`config.mk`:
```
export PLATFORM = sky130hd
export DESIGN_NAME = serial_frame_controller
export DESIGN_NICKNAME = d
export VERILOG_FILES = /design/src/rtl/serial_frame_controller.sv
export SDC_FILE = /design/constraint.sdc
export NUM_CORES = 1
export LEC_CHECK = 0
export CORE_MARGIN = 2
export CORE_UTILIZATION = 40
export CTS_BUF_LIST = sky130_fd_sc_hd__clkbuf_4
export CTS_CLUSTER_SIZE = 12
export DETAILED_ROUTE_END_ITERATION = 8
export HOLD_SLACK_MARGIN = 0.05
export PLACE_DENSITY = 0.72
export SYNTH_ARGS = -nofsm -noshare
export SYNTH_HDL_FRONTEND = slang
export SYNTH_SLANG_ARGS = --single-unit
```
`constraint.sdc`:
```
create_clock -name clock -period 3.7 [get_ports clock]
set_clock_uncertainty 0.15 [all_clocks]
set_input_delay 0.74 -clock clock [delete_from_list [all_inputs] [get_ports clock]]
set_output_delay 0.74 -clock clock [all_outputs]
set_load 0.02 [all_outputs]
```
`src/rtl/serial_frame_controller.sv`:
```
// serial_frame_controller
// Receive-side frame sequencer for a single-sample-per-bit serial line.
// The FSM finds the start bit, shifts DATA_WIDTH bits in LSB first and checks
// the stop bit. Good bytes are XOR-descrambled into a one-entry valid/ready
// output buffer.
// Optional build macro PARITY_CHECK_EN inserts an even-parity bit after the data.
module serial_frame_controller #(
  parameter int                    DATA_WIDTH     = 8,
  parameter logic [DATA_WIDTH-1:0] DESCRAMBLE_KEY = {DATA_WIDTH{1'b0}},
  parameter int                    COUNT_WIDTH    = 16
) (
  input  logic                   clock,
  input  logic                   reset,
  input  logic                   serialIn,
  input  logic                   enable,
  input  logic                   byteReady,
  output logic [DATA_WIDTH-1:0]  byteOut,
  output logic                   byteValid,
  output logic                   frameError,
  output logic                   overrun,
  output logic                   parityError,
  output logic                   busy,
  output logic [COUNT_WIDTH-1:0] frameCount
);

  localparam int CW = (DATA_WIDTH > 2) ? $clog2(DATA_WIDTH) : 1;

  typedef enum logic [1:0] {IDLE, DATA, PARITY, STOP} state_t;

  state_t                state, nextState;
  logic [DATA_WIDTH-1:0] shiftReg;
  logic [CW-1:0]         bitCount;
  logic                  parBad;
  logic                  lastBit;
  logic                  stopEdge;
  logic                  goodFrame;
  logic                  load;

  assign lastBit   = (bitCount == CW'(DATA_WIDTH - 1));
  assign stopEdge  = (state == STOP);
  assign goodFrame = stopEdge && serialIn && !parBad;
  // Accept when the buffer is empty or is being drained on this same edge.
  assign load      = goodFrame && (!byteValid || byteReady);
  assign busy      = (state != IDLE);

  // State register.
  always_ff @(posedge clock or posedge reset) begin
    if (reset) state <= IDLE;
    else       state <= nextState;
  end

  // Next-state logic; a 0 on the stop edge only goes back to IDLE, so it
  // can never be mistaken for a start bit.
  always_comb begin
    nextState = state;
    case (state)
      IDLE:    if (enable && !serialIn) nextState = DATA;
      DATA:    if (lastBit) begin
`ifdef PARITY_CHECK_EN
                 nextState = PARITY;
`else
                 nextState = STOP;
`endif
               end
      PARITY:  nextState = STOP;
      STOP:    nextState = IDLE;
      default: nextState = IDLE;
    endcase
  end

`ifdef PARITY_CHECK_EN
  // Even parity: XOR of the data bits and the parity bit must be 0.
  always_ff @(posedge clock or posedge reset) begin
    if (reset)                parBad <= 1'b0;
    else if (state == PARITY) parBad <= (^shiftReg) ^ serialIn;
  end
`else
  assign parBad = 1'b0;
`endif

  // Shift register and bit counter; bits enter at the MSB so the first data
  // bit ends up in bit 0.
  always_ff @(posedge clock or posedge reset) begin
    if (reset) begin
      shiftReg <= '0;
      bitCount <= '0;
    end else if (state == IDLE) begin
      bitCount <= '0;
    end else if (state == DATA) begin
      shiftReg <= {serialIn, shiftReg[DATA_WIDTH-1:1]};
      bitCount <= bitCount + 1'b1;
    end
  end

  // Output buffer, good-frame counter and one-cycle error pulses.
  always_ff @(posedge clock or posedge reset) begin
    if (reset) begin
      byteOut     <= '0;
      byteValid   <= 1'b0;
      frameCount  <= '0;
      frameError  <= 1'b0;
      overrun     <= 1'b0;
      parityError <= 1'b0;
    end else begin
      frameError  <= stopEdge && !serialIn;
      parityError <= stopEdge && parBad;
      overrun     <= goodFrame && byteValid && !byteReady;
      if (load) begin
        byteOut    <= shiftReg ^ DESCRAMBLE_KEY;
        byteValid  <= 1'b1;
        frameCount <= frameCount + 1'b1;
      end else if (byteReady) begin
        byteValid  <= 1'b0;
      end
    end
  end

endmodule

```
==> flow_summary_export.csv <==
group,metric,value,unit
critical_path,crit_type,"reg2out",
critical_path,cp_data_arrival_time,1.74,ns
clock_tree,cts_root_buf,"clkbuf_4",
critical_path,crit_required,2.81,ns
routing,drt_wl_total,2.95,mm
synth,ys_ff_latch,40,
timing,max_clock_freq,0.381,GHz
timing,final.setup.tns,0,ns
floorplanning,die_area,4780,um^2
routing,drcViolationCount,0,
clock_tree,clkLatencyLatePin,0.36,ns
clock_tree,tritoncts.num_buffers,5,
placement,place.gp.congestion,0.718,
global_routing,grt_remaining_overflow,0,
power_and_ir_drop,cellLeakagePower,0.956,nW
run,cap_viol_max_count,0,
critical_path,path_max_fanout,5,
power_and_ir_drop,ir_drop,0.457,mV
global_routing,antenna_found_initial,0,
clock_tree,hold_buffers,0,
synth,synthesis.area,1700,um^2
final_layout,layout_commonest_cell,"dfrtp_1",
floorplanning,start_util,42.1,%
placement,dp_hpwl,2.17,mm
synth,yosys_warnings,0,
synth,syn_nets,141,
timing,hold_violations,0,
routing,vias,1078,
timing,rsz0062_at_grt,"no",
timing,relSlewSlack,41.3,%
placement,portBuffers,32,
final_layout,diodes,0,
critical_path,startpoint_type,"flip-flop",
final_layout,fin_cells,218,
final_layout,final_util,53.3,%
floorplanning,io_pins,34,
global_routing,use_met2,21.2,%
floorplanning,fp.coreArea,4030,um^2
final_layout,layout_common_cells,"dfrtp_1 (40), clkdlybuf4s50_1 (32), mux2_2 (15), xnor2_1 (13), nand2_1 (10)",
power_and_ir_drop,p_per_area,762,nW/um^2
global_routing,grt_pass1_vias,1111,
synth,syn_area_per_cell,13.1,um^2
synth,synth_top_area_share,59.0,%
routing,drtAntennaViolNets,0,
routing,avgViaCountPerCell,4.94,
timing,period_share,71.0,%
floorplanning,die_h,69.2,um
floorplanning,die_x,69.2,um
timing,tightestPinTransition,0.877,ns
global_routing,grt_usage,14.0,%
routing,wire_per_inst,13.5,um
placement,dp_cells,210,
run_status,status,"finished, final reports clean",
global_routing,met3_usage,4.68,%
synth,synth_seq_area_share,59.0,%
routing,first_pass_iters,3,
timing,maxSlewViolCount,0,
clock_tree,post_cts_resize_count,0,
synth,synth_cell_types,27,
floorplanning,num_rows,23,
global_routing,busiest_layer,"met2",
clock_tree,clk_pin_slew,0.13,ns
clock_tree,clk_path_buf_depth,2,
timing,setup_violations,0,
clock_tree,post-cts-setup-buffers,0,
final_layout,finalInstanceArea,2150,um^2
synth,synth_area_leaders,"dfrtp_1 (59%), mux2_2 (9.9%), xnor2_1 (6.7%)",
synth,synth_top_area_cell,"dfrtp_1",
timing,fin_crit,2.63,ns
synth,synth_cells,130,
placement,placed_area,2070,um^2
clock_tree,cts_sinks,40,
final_layout,syn2layout_area_growth,26.5,%
hold_path,min_path_type,"reg2reg",
routing,first_iter_violations,56,
global_routing,grt_pass1_wl,5.23,mm
global_routing,use_met1,18.4,%
clock_tree,cts_tree,"yes",
critical_path,end_kind,"primary output",
clock_tree,h-tree-depth,2,
final_layout,final_layout_size_suffix_gt1_share,18.5,%
global_routing,grt_max_degree,22,
final_layout,nNetsFinal,178,
-- cell families (layout without fill, tap and decap cells) --
kind of cell | after synthesis | count (layout) | share of synthesized area (%)
XOR/XNOR | 16 | 16 | 8.25
other | 1 | 1 | 0.221
buffers and inverters | 7 | 45 | 2.06
flip-flops | 40 | 40 | 59.0
adder cells (fa/ha/maj) | 6 | 6 | 4.42
AND/OR/NAND/NOR | 38 | 38 | 12.8
AO/OA/AOI/OAI | 3 | 3 | 0.884
multiplexers | 19 | 19 | 12.5
-- synthesized netlist by cell type --
cell type  number
mux2_1          2
ha_1            6
buf_4           2
conb_1          1
mux2_2         15
nand4_1         3
nor3_2          2
nor2b_1         2
nor2_1          7
mux2i_1         2
xnor2_1        13
nor4_1          1
nand3_1         5
o21ai_0         1
nand2b_1        2
nand2_2         1
and3_2          1
nand2_1        10
a21oi_1         2
nor3_4          1
dfrtp_1        40
nand4_2         1
inv_1           4
xor2_1          3
nor2b_2         1
and3_1          1
buf_2           1
-- per-stage QoR --
| step | power (mW) | hold WS, ns | setup slack, ns |
|---|---|---|---|
| after global routing | 1.75 | 0.364 | 0.939 |
| final | 1.64 | 0.337 | 1.07 |
| after floorplan | 1.11 | 0.325 | 1.89 |
| after detailed placement | 1.36 | 0.323 | 0.915 |
| after CTS | 1.66 | 0.344 | 1.05 |
| after global placement | 1.33 | 0.312 | 0.980 |
-- flip-flops by register name, summed over array words and instances, names as in the netlist --
| name | flops |
|---|---|
| byteValid | 1 |
| frameCount | 16 |
| frameError | 1 |
| state | 2 |
| bitCount | 3 |
| overrun | 1 |
| byteOut | 8 |
| shiftReg | 8 |
-- metal layers --
layer,part of all wire [%],wire length [um],up-vias
met5,0,0,-
met4,1.6,48,0
met3,5.4,158,5
met2,47,1380,32
met1,46,1370,529
li1,-,-,512
-- cell type report --
| cell class | count | area, um^2 |
|---|---|---|
| inverters | 4 | 15.0 |
| repair buffers | 33 | 328 |
| clock inverters | 2 | 35.0 |
| well taps | 50 | 62.6 |
| multi-input cells | 83 | 662 |
| clock buffers | 6 | 45.0 |
| flip-flops and latches | 40 | 1000 |
| fillers | 352 | 1880 |
-- where the power goes --
group          internal, mW  leakage (nW)  total (mW)  switching, mW
sequential            0.589         0.504       0.701          0.111
clock                 0.149        0.0456       0.287          0.138
combinational         0.339         0.406       0.648          0.309
-- critical path, cell delays in order, from the launching register on --
cell and delay [ns]:
dfrtp_1 0.41, inv_1 0.06, ha_1 0.25, inv_1 0.07, clkdlybuf4s50_1 0.59
-- final timing paths --
kind | from | cells after the start | endpoint | slack (ns)
max | state[0] | 4 | busy | 1.07
min | frameCount[15] | 1 | frameCount[15] | 0.34
max reg2reg | state[0] | 4 | byteOut[4] | 1.57
min reg2reg | frameCount[15] | 1 | frameCount[15] | 0.34
max in group asynchronous | reset | 3 | bitCount[0] | 2.00
min in group asynchronous | reset | 2 | frameCount[8] | 0.64
Power figures use the tool's default switching activity.
